File: config.mk
export PLATFORM = sky130hd
export DESIGN_NAME = photodiode_scanner
export DESIGN_NICKNAME = d
export VERILOG_FILES = /design/src/rtl/photodiode_scanner.sv
export SDC_FILE = /design/constraint.sdc
export NUM_CORES = 1
export LEC_CHECK = 0
export ABC_CLOCK_PERIOD_IN_PS = 5900
export CAP_MARGIN = 20
export CORE_MARGIN = 1.5
export CORE_UTILIZATION = 48
export CTS_CLUSTER_DIAMETER = 80
export DETAILED_ROUTE_END_ITERATION = 10
export PLACE_DENSITY = 0.67
export SYNTH_ARGS = -nofsm -noshare
export SYNTH_HDL_FRONTEND = slang
export SYNTH_SLANG_ARGS = --single-unit
File: constraint.sdc
create_clock -name clk -period 5.9 [get_ports clk]
set_clock_uncertainty 0.15 [all_clocks]
set_input_delay 0.59 -clock clk [delete_from_list [all_inputs] [get_ports clk]]
set_output_delay 0.59 -clock clk [all_outputs]
set_load 0.005 [all_outputs]
File: src/rtl/photodiode_scanner.sv
// photodiode_scanner: debounces N photodiode beams into channel/edge events,
// queues them in a FIFO and exposes them over an Avalon-MM slave with a level irq.
module photodiode_scanner #(
    parameter int NUM_CHANNELS    = 8,
    parameter int DEBOUNCE_CYCLES = 50000,
    parameter int FIFO_DEPTH      = 16,
    parameter bit BEAM_ACTIVE_LOW = 1
) (
    input  logic                    clk,
    input  logic                    reset,
    input  logic [NUM_CHANNELS-1:0] photodiode_in,
    input  logic [1:0]              avs_address,
    input  logic                    avs_read,
    input  logic                    avs_write,
    input  logic [31:0]             avs_writedata,
    output logic [31:0]             avs_readdata,
    output logic                    irq
);
    localparam int CW = $clog2(DEBOUNCE_CYCLES) + 1;
    localparam int AW = $clog2(FIFO_DEPTH);
    localparam int FW = AW + 1;

    logic [NUM_CHANNELS-1:0] sync1, sync2, brk, db, flip, pend, pend_edge, clr, mask;
    logic [CW-1:0]           cnt [NUM_CHANNELS];
    logic [4:0]              mem [FIFO_DEPTH];
    logic [AW-1:0]           wr_ptr, rd_ptr;
    logic [FW-1:0]           count;
    logic                    enable, irq_en, overflow;
    logic                    found, sel_edge, full, push, pop, wr_ctl, flush;
    logic [3:0]              sel;
    logic [4:0]              head;
    logic [31:0]             rdata;
    logic                    unused_wd;

    assign unused_wd = ^avs_writedata;
    assign brk    = BEAM_ACTIVE_LOW ? ~sync2 : sync2;
    assign full   = count == FW'(FIFO_DEPTH);
    assign wr_ctl = avs_write && avs_address == 2'd2;
    assign flush  = wr_ctl && avs_writedata[2];
    assign push   = found && !full && !flush;
    assign pop    = avs_read && avs_address == 2'd1 && count != '0;
    assign head   = mem[rd_ptr];

    // Flip detection and lowest-index pending arbitration
    always_comb begin
        flip     = '0;
        clr      = '0;
        found    = 1'b0;
        sel      = '0;
        sel_edge = 1'b0;
        for (int i = 0; i < NUM_CHANNELS; i++) begin
            flip[i] = enable && brk[i] != db[i] && cnt[i] == CW'(DEBOUNCE_CYCLES - 1);
            if (pend[i] && !found) begin
                found    = 1'b1;
                sel      = 4'(i);
                sel_edge = pend_edge[i];
                clr[i]   = 1'b1;
            end
        end
    end

    always_comb begin
        rdata = avs_address == 2'd0 ? (32'(db) | (32'(count) << 16))
              : avs_address == 2'd1 ? (count != '0 ? {1'b1, 22'b0, head[0], 4'b0, head[4:1]} : 32'd0)
              : avs_address == 2'd2 ? {23'b0, overflow, 6'b0, irq_en, enable}
              : 32'(mask);
    end

    always_ff @(posedge clk) begin
        if (reset) begin
            sync1        <= {NUM_CHANNELS{BEAM_ACTIVE_LOW}};
            sync2        <= {NUM_CHANNELS{BEAM_ACTIVE_LOW}};
            db           <= '0;
            pend         <= '0;
            pend_edge    <= '0;
            mask         <= '1;
            wr_ptr       <= '0;
            rd_ptr       <= '0;
            count        <= '0;
            enable       <= 1'b0;
            irq_en       <= 1'b0;
            overflow     <= 1'b0;
            avs_readdata <= '0;
            irq          <= 1'b0;
            for (int i = 0; i < NUM_CHANNELS; i++) cnt[i] <= '0;
        end else begin
            sync1 <= photodiode_in;
            sync2 <= sync1;
            db    <= db ^ flip;
            for (int i = 0; i < NUM_CHANNELS; i++)
                cnt[i] <= (!enable || brk[i] == db[i] || flip[i]) ? '0 : cnt[i] + 1'b1;
            pend      <= flush ? '0 : (pend & ~clr) | (flip & mask);
            pend_edge <= (pend_edge & ~flip) | (flip & brk);
            if (flush) begin
                wr_ptr <= '0;
                rd_ptr <= '0;
                count  <= '0;
            end else begin
                if (push) begin
                    mem[wr_ptr] <= {sel, sel_edge};
                    wr_ptr      <= wr_ptr + 1'b1;
                end
                if (pop) rd_ptr <= rd_ptr + 1'b1;
                count <= count + FW'(push) - FW'(pop);
            end
            // A drop wins over a simultaneous software clear so no loss goes unreported
            if (found && full && !flush) overflow <= 1'b1;
            else if (wr_ctl && avs_writedata[8]) overflow <= 1'b0;
            if (wr_ctl) begin
                enable <= avs_writedata[0];
                irq_en <= avs_writedata[1];
            end
            if (avs_write && avs_address == 2'd3) mask <= avs_writedata[NUM_CHANNELS-1:0];
            if (avs_read) avs_readdata <= rdata;
            irq <= irq_en && count != '0;
        end
    end
endmodule

==> results of run 1 <==
-- power breakdown --
| group | switching (mW) | total (mW) | internal, mW |
|---|---|---|---|
| clock network | 0.742 | 1.92 | 1.18 |
| registers | 0.0237 | 2.03 | 2.00 |
| logic | 0.0971 | 0.185 | 0.0884 |
-- metrics by stage --
step | hold WS (ns) | cells | area, sq um
finish | 0.255 | 1628 | 13900
detailed placement | 0.244 | 1572 | 12900
global placement | 0.241 | 1571 | 12900
CTS | 0.256 | 1627 | 13900
floorplan | 0.239 | 1256 | 12400
global route | 0.265 | 1628 | 13900
-- critical path: cells and delay by family, from the launching register on --
family / cells / cell delay, ns
adder cells (fa/ha/maj): 4 / 1.11
AO/OA/AOI/OAI: 3 / 1.03
AND/OR/NAND/NOR: 4 / 0.66
flip-flops: 1 / 0.36
buffers and inverters: 3 / 0.20
-- layout by cell type, fill, tap and decap left out, drive strengths merged, types with 8 or more instances in the layout --
master and count:
or4 21, mux4 17, ha 19, nor4 29
buf 11, and4 10, edfxtp 64, inv 41
nand4 46, o311ai 13, and3 14, nand2 94
xnor2 73, conb 17, o21ai 18, nor3 31
or3 17, nor2 175, xor2 39, clkbuf 44
o31ai 8, a21oi 41, clkdlybuf4s50 37, dfxtp 220
nand3 70, nor2b 11, or2 16, and2 11
a221oi 9
-- registers in the layout, indices dropped and copies added (netlist names), named ones only --
signal	flops
mask	8
rd_ptr	4
sync2	8
enable	1
avs_readdata	15
irq	1
sync1	8
count	5
mem	64
wr_ptr	4
pend	8
overflow	1
irq_en	1
db	8
cnt	136
-- worst max-delay path by stage --
stage | start | end | depth (start not counted)
4_1_cts | count[2] | count[4] | 14
2_1_floorplan | count[3] | count[4] | 14
3_5_place_dp | avs_address[0] | count[4] | 12
5_1_grt | count[2] | count[4] | 14
3_3_place_gp | avs_address[0] | count[4] | 12
6_report | count[2] | count[4] | 14
-- routing by layer --
layer	vias up	track usage
met5	-	0
met4	0	0.0738
met3	64	0.0269
met2	203	0.311
met1	4201	0.254
li1	4493	-
-- cell usage after synthesis (10+ instances only) --
| cell type | instances |
|---|---|
| sky130_fd_sc_hd__dfxtp_1 | 220 |
| sky130_fd_sc_hd__nor2_1 | 175 |
| sky130_fd_sc_hd__nand2_1 | 94 |
| sky130_fd_sc_hd__xnor2_1 | 73 |
| sky130_fd_sc_hd__nand3_1 | 70 |
| sky130_fd_sc_hd__edfxtp_1 | 64 |
| sky130_fd_sc_hd__nand4_1 | 46 |
| sky130_fd_sc_hd__a21oi_1 | 41 |
| sky130_fd_sc_hd__inv_1 | 41 |
| sky130_fd_sc_hd__xor2_1 | 39 |
| sky130_fd_sc_hd__clkbuf_1 | 31 |
| sky130_fd_sc_hd__nor3_1 | 30 |
| sky130_fd_sc_hd__nor4_1 | 29 |
| sky130_fd_sc_hd__buf_4 | 22 |
| sky130_fd_sc_hd__ha_1 | 19 |
| sky130_fd_sc_hd__or4_1 | 18 |
| sky130_fd_sc_hd__mux4_2 | 17 |
| sky130_fd_sc_hd__o21ai_0 | 17 |
| sky130_fd_sc_hd__or3_1 | 17 |
| sky130_fd_sc_hd__or2_2 | 16 |
| sky130_fd_sc_hd__and3_1 | 14 |
| sky130_fd_sc_hd__o311ai_0 | 13 |
| sky130_fd_sc_hd__and2_1 | 11 |
| sky130_fd_sc_hd__nor2b_1 | 11 |
| sky130_fd_sc_hd__and4_1 | 10 |
-- cell families after synthesis --
group	after synthesis	synth area share
AO/OA/AOI/OAI	132	0.0768
XOR/XNOR	112	0.0797
AND/OR/NAND/NOR	566	0.233
flip-flops	284	0.514
multiplexers	23	0.0362
other	1	0.000305
buffers and inverters	102	0.0389
adder cells (fa/ha/maj)	20	0.0209
-- area by class of cell --
type	instances	area share
inverter	41	0.0110
sequential	284	0.454
multi-input combinational	870	0.399
clock inverter	11	0.0110
timing repair buffer	48	0.0337
clock buffer	44	0.0620
tap	330	0.0296
==> run_results.csv, run 1 <==
group,metric,value,unit
sta,final_min_period_over_clock_period,0.617,
power,pwr_density_cell,297,nW/um^2
cts,clock_tree.buffer_depth,3,
min_path,min-delay-start,"sync1[7]",
setup_path,timing.rr.start,"count[2]",
layout,post_layout_utilization_of_the_core,0.554,
setup_path,reg2reg_setup_slack,2.26,ns
placement,global_placement_routability_congestion,0.832,
sta,tightest_pin_transition,1.06,ns
setup_path,cp.required,6.16,ns
routing,drt_iter0_drc,596,
sta,hold_violations,0,
sta,maxClockFrequency,0.275,GHz
layout,flow.area_growth_from_synthesis,13.3,%
layout,ff_latch_area,6330,sq um
routing,wire_per_inst,15.2,um
cts,cts.hold.buffers_added,0,
sta,layout_min_cycle_time,3.64,ns
logic_synthesis,synthesis.area_per_instance,9.93,sq um
logic_synthesis,syn_inst,1240,
grt,grt_first_pass_wirelength,41600,um
logic_synthesis,synth.ff_latch_count,284,
logic_synthesis,synth-main-ff-cell,"sky130_fd_sc_hd__dfxtp_1",
grt,grt_max_degree,50,
logic_synthesis,synth-edff-count,64,
placement,detailed_place_hpwl,16700,um
cts,cts.root.buffer_cell,"sky130_fd_sc_hd__clkbuf_16",
routing,avgViaCountPerCell,5.50,
floorplan,rows,58,
cts,clock_insertion_delay_worst_skew,0.55,ns
floorplan,initial_util,0.489,
setup_path,delay_of_the_slowest_critical_path_stage,0.74,ns
cts,numCtsBuffers,30,
routing,drt-total-wl,24700,um
cts,clock_tree_from_tritoncts,"done",
status,outcome,"completed",
sta,post-route-worst-setup-slack,2.26,ns
logic_synthesis,ys_seq_area_frac,0.514,
routing,route.vias.total,8961,
cts,cts.clk_slew.worst_paths,0.06,ns
setup_path,timing.critical_path.from_type,"flop",
min_path,worst_hold_path.num_cells,1,
power,p_leak,4.49,nW
cts,sinks_on_the_clock_net,284,
floorplan,design.core.area,25200,sq um
setup_path,critical_path.reg2reg.endpoint,"count[4]",
power,post-layout-total-power,4.14,mW
logic_synthesis,post_synth_main_area_contributors,"sky130_fd_sc_hd__dfxtp_1, sky130_fd_sc_hd__edfxtp_1, sky130_fd_sc_hd__nor2_1",
setup_path,worstRegToRegCells,14,
setup_path,critical_path.endpoint_type,"flop",
logic_synthesis,synth.yosys.warnings,0,
sta,timing.max_slew.rel_slack,0.292,
layout,fill_cells,2197,
routing,route.detailed.drc,0,
logic_synthesis,synth.largest_area_cell,"sky130_fd_sc_hd__dfxtp_1",
logic_synthesis,synth.lib_cells_used.distinct,69,
placement,placement.setup.worst_slack,2.27,ns
setup_path,worst_path_max_delay_cell,"sky130_fd_sc_hd__a31oi_1",
sta,final_max_slew_viol_count,0,
layout,area_of_the_multi_input_gates,5560,sq um
power,irDropWorstVdd,253,uV
setup_path,critPathMaxFanout,11,
routing,dr_wl_met3,1110,um
sta,setup_repair_after_global_routing_missed_its_margin,"false",
routing,routedLengthMet1,11300,um
layout,final_layout_size_suffix_gt1_frac,0.0863,
setup_path,worst_ep_arrival_time,3.90,ns
layout,nets,1341,
placement,placement.io_buffers,38,
setup_path,sequence_of_cells_on_the_critical_path,"inv_1 -> ha_1 -> nor4bb_1 -> a31oi_1 -> nand2_1 -> ha_1 -> inv_1 -> ha_1 -> inv_1 -> fa_1 -> nand2b_1 -> a21oi_1 -> o21ai_0 -> nor3b_1",
floorplan,dieArea,26600,sq um
grt,overflow,0,
sta,fin_tns_setup,0,ns
floorplan,die_width,163,um
floorplan,ioPinCount,79,
grt,initial_antenna_violation_count,0,
cts,post_cts.repair.setup_buffers,0,
cts,cts.repair.resized,0,
logic_synthesis,syn-cell-area,12300,sq um
logic_synthesis,async_reset_ff_frac,0,
routing,dr.pass1.iters,5,
routing,highest-signal-layer,"met4",
logic_synthesis,synth_top_area_frac,0.358,
min_path,hp-class,"reg2reg",
floorplan,die_h,163,um
flow_run,max_cap_viol_count,0,
routing,met2RoutedLength,11300,um
sta,setup_violations,0,
grt,gr_usage_total,0.190,
cts,cts_htree_levels,1,
setup_path,worstSetupPathType,"reg2reg",
min_path,min_to,"sync2[7]",
grt,first_global_vias,8483,
layout,antenna_cells_inserted,0,
routing,drt.antenna.violating_nets,0,
Note: power is estimated with default switching activity, not from simulation.
==> run 2: changes to the inputs <==
--- a/config.mk
+++ b/config.mk
@@ -5,13 +5,13 @@
 export SDC_FILE = /design/constraint.sdc
 export NUM_CORES = 1
 export LEC_CHECK = 0
-export ABC_CLOCK_PERIOD_IN_PS = 5900
+export ABC_CLOCK_PERIOD_IN_PS = 3300
 export CAP_MARGIN = 20
 export CORE_MARGIN = 1.5
 export CORE_UTILIZATION = 48
 export CTS_CLUSTER_DIAMETER = 80
 export DETAILED_ROUTE_END_ITERATION = 10
-export PLACE_DENSITY = 0.67
+export PLACE_DENSITY = 0.69
 export SYNTH_ARGS = -nofsm -noshare
 export SYNTH_HDL_FRONTEND = slang
 export SYNTH_SLANG_ARGS = --single-unit
==> constraint.sdc (replaced) <==
create_clock -name clk -period 3.3 [get_ports clk]
set_clock_uncertainty 0.15 [all_clocks]
set_input_delay 0.33 -clock clk [delete_from_list [all_inputs] [get_ports clk]]
set_output_delay 0.33 -clock clk [all_outputs]
set_load 0.005 [all_outputs]
==> run 2 against run 1 <==
  * Sequential power is 78% higher
  * Via count is 0.21% lower
  * Global-route usage is 0.25 points lower
  * Register-to-register slack worse by 2.1 ns
  * Cell area is 0.31% lower
  * Power is 71% higher
  * Combinational power is 95% higher
  * Largest power group unchanged
==> run_results.csv, run 2 (synthesis results as in run 1) <==
group,metric,value,unit
status,outcome,"completed",
sta,final_max_slew_viol_count,0,
setup_path,critical-path-top-delay-family,"simple AND/OR/NAND/NOR gates",
setup_path,worstSetupPathType,"reg2reg",
layout,antenna_cells_inserted,0,
layout,finish.cell_count_without_fillers,1636,
cts,numCtsBuffers,29,
cts,clock_tree.buffer_depth,3,
layout,leading_cell_type_in_the_layout_fill_and_taps_excluded,"sky130_fd_sc_hd__dfxtp_1",
power,irDropWorstVdd,366,uV
sta,setup_violations,0,
layout,highest_count_cells_in_the_layout_ignoring_fill_and_taps,"sky130_fd_sc_hd__dfxtp_1, sky130_fd_sc_hd__nor2_1, sky130_fd_sc_hd__nand2_1",
placement,global_placement_routability_congestion,0.838,
routing,route.detailed.drc,0,
grt,overflow,0,
setup_path,worst_path_max_delay_cell,"sky130_fd_sc_hd__or4b_2",
floorplan,design.core.area,25200,sq um
setup_path,timing.critical_path.from_type,"flop",
routing,drt.antenna.violating_nets,0,
cts,clock_insertion_delay_worst_skew,0.54,ns
grt,grt_max_degree,49,
sta,hold_violations,0,
sta,timing.max_slew.rel_slack,0.473,
cts,cts.clk_slew.worst_paths,0.06,ns
flow_run,max_cap_viol_count,0,
cts,cts.hold.buffers_added,0,
layout,largest_register_ffs,136,
power,p_leak,4.47,nW
sta,fin_tns_setup,0,ns
placement,placement.io_buffers,38,
sta,final_min_period_over_clock_period,0.944,
power,pwr_density_cell,508,nW/um^2
setup_path,worst_ep_arrival_time,3.39,ns
layout,layout_top_registers,"cnt x136, mem x64, avs_readdata x15",
grt,gr_usage_total,0.188,
floorplan,die_width,163,um
sta,setup_repair_after_global_routing_missed_its_margin,"false",
setup_path,critical_path.n_buffers_inverters,4,
cts,cts.root.buffer_cell,"sky130_fd_sc_hd__clkbuf_16",
routing,drt-total-wl,24600,um
routing,drt_iter0_drc,557,
setup_path,worstRegToRegCells,14,
setup_path,cp.required,3.57,ns
floorplan,ioPinCount,79,
layout,flow.area_growth_from_synthesis,12.9,%
layout,final_layout_size_suffix_gt1_frac,0.0934,
setup_path,delay_of_the_slowest_critical_path_stage,0.63,ns
routing,wire_per_inst,15.1,um
floorplan,initial_util,0.489,
layout,nets,1351,
layout,registers.top_by_ff_count,"cnt",
placement,detailed_place_hpwl,17200,um
sta,layout_min_cycle_time,3.11,ns
min_path,worst_hold_path.num_cells,2,
grt,initial_antenna_violation_count,0,
min_path,hp-class,"in2reg",
setup_path,cp.depth,14,
layout,fill_cells,2216,
setup_path,critical_path.endpoint_type,"flop",
setup_path,sequence_of_cells_on_the_critical_path,"inv_1 -> ha_2 -> or4b_2 -> nand3_2 -> inv_1 -> ha_1 -> inv_1 -> ha_1 -> inv_1 -> fa_1 -> nand2b_1 -> a21oi_2 -> o21ai_0 -> nor3b_1",
routing,dr.pass1.iters,5,
routing,avgViaCountPerCell,5.47,
sta,maxClockFrequency,0.321,GHz
routing,route.vias.total,8942,
cts,clock_tree_from_tritoncts,"done",
cts,sinks_on_the_clock_net,284,
grt,grt_first_pass_wirelength,41000,um
floorplan,dieArea,26600,sq um
grt,first_global_vias,8533,
setup_path,critPathMaxFanout,3,
floorplan,die_h,163,um
cts,cts_htree_levels,1,
floorplan,rows,58,
sta,tightest_pin_transition,0.789,ns
placement,place.detailed.instances,1584,
setup_path,critical_path.most_common_cell,"sky130_fd_sc_hd__inv_1",
layout,post_layout_utilization_of_the_core,0.552,
run 2: changes by cell type in the layout (fill, tap and decap cells not counted), sizes merged:
cell,change
buf,+11
bufinv,-4
clkbuf,+4
clkinv,-4
clkinvlp,+1
run 2: layer usage:
layer | routed length [um] | global-route usage | up-vias
met2 | 11600 | 0.319 | 149
met3 | 1010 | 0.0256 | 35
li1 | - | - | 4505
met4 | 505 | 0.0467 | 0
met1 | 11500 | 0.252 | 4253
met5 | 0 | 0 | -
run 2: what timing repair did:
| item | CTS | global route |
|---|---|---|
| resized for setup | 0 | 3 |
| setup buffers | 0 | 0 |
| endpoints found under the setup margin | 0 | 1 |
run 2: worst register-to-register path, cell delays in order, from the launching register on:
cell and delay (ns):
sky130_fd_sc_hd__dfxtp_1 0.32, sky130_fd_sc_hd__inv_1 0.10, sky130_fd_sc_hd__ha_2 0.19, sky130_fd_sc_hd__or4b_2 0.63, sky130_fd_sc_hd__nand3_2 0.11, sky130_fd_sc_hd__inv_1 0.05
sky130_fd_sc_hd__ha_1 0.26, sky130_fd_sc_hd__inv_1 0.06, sky130_fd_sc_hd__ha_1 0.16, sky130_fd_sc_hd__inv_1 0.06, sky130_fd_sc_hd__fa_1 0.38, sky130_fd_sc_hd__nand2b_1 0.17
sky130_fd_sc_hd__a21oi_2 0.15, sky130_fd_sc_hd__o21ai_0 0.08, sky130_fd_sc_hd__nor3b_1 0.14
run 2: report_power, final:
part	switching, mW	internal [mW]	total (mW)
Clock	1.28	1.80	3.08
Sequential	0.0400	3.58	3.62
Combinational	0.189	0.170	0.360
Total	1.51	5.55	7.06
run 2: worst paths after layout:
path	to	slack [ns]	startpoint
worst max-delay path	count[4]	0.19	count[2]
worst min register to register	sync2[0]	0.26	sync1[0]
worst max register to register	count[4]	0.19	count[2]
worst min-delay path	sync1[5]	0.20	photodiode_in[5]
run 2: area by class of cell:
| cell class | count | area (sq um) | share of cell area |
|---|---|---|---|
| Multi-Input combinational cell | 870 | 5580 | 0.401 |
| Timing Repair Buffer | 59 | 533 | 0.0383 |
| Tap cell | 330 | 413 | 0.0297 |
| Clock inverter | 4 | 22.5 | 0.00162 |
| Inverter | 41 | 154 | 0.0111 |
| Clock buffer | 48 | 880 | 0.0633 |
| Sequential cell | 284 | 6330 | 0.455 |
run 2: through the flow:
step / worst slack, ns / power (mW) / hold WS [ns] / area (sq um)
2_1_floorplan: 0.280 / 3.93 / 0.239 / 12400
6_report: 0.186 / 7.06 / 0.202 / 13900
3_5_place_dp: 0.158 / 4.05 / 0.243 / 13000
5_1_grt: 0.000853 / 7.30 / 0.224 / 13900
4_1_cts: 0.152 / 7.11 / 0.186 / 13900
3_3_place_gp: 0.221 / 4.04 / 0.242 / 13000
==> run 3: changes to the inputs <==
==> constraint.sdc (replaced) <==
create_clock -name clk -period 3.3 [get_ports clk]
set_clock_uncertainty 0.15 [all_clocks]
set_input_delay 0.33 -clock clk [delete_from_list [all_inputs] [get_ports clk]]
set_output_delay 0.33 -clock clk [all_outputs]
set_load 0.05 [all_outputs]
==> results of run 3 <==
Same layout as run 2 (identical final DEF). Status: completed.
Main changes from that run: total power 7.06 mW -> 7.14 mW; worst IR drop on VDD 366 uV -> 367 uV
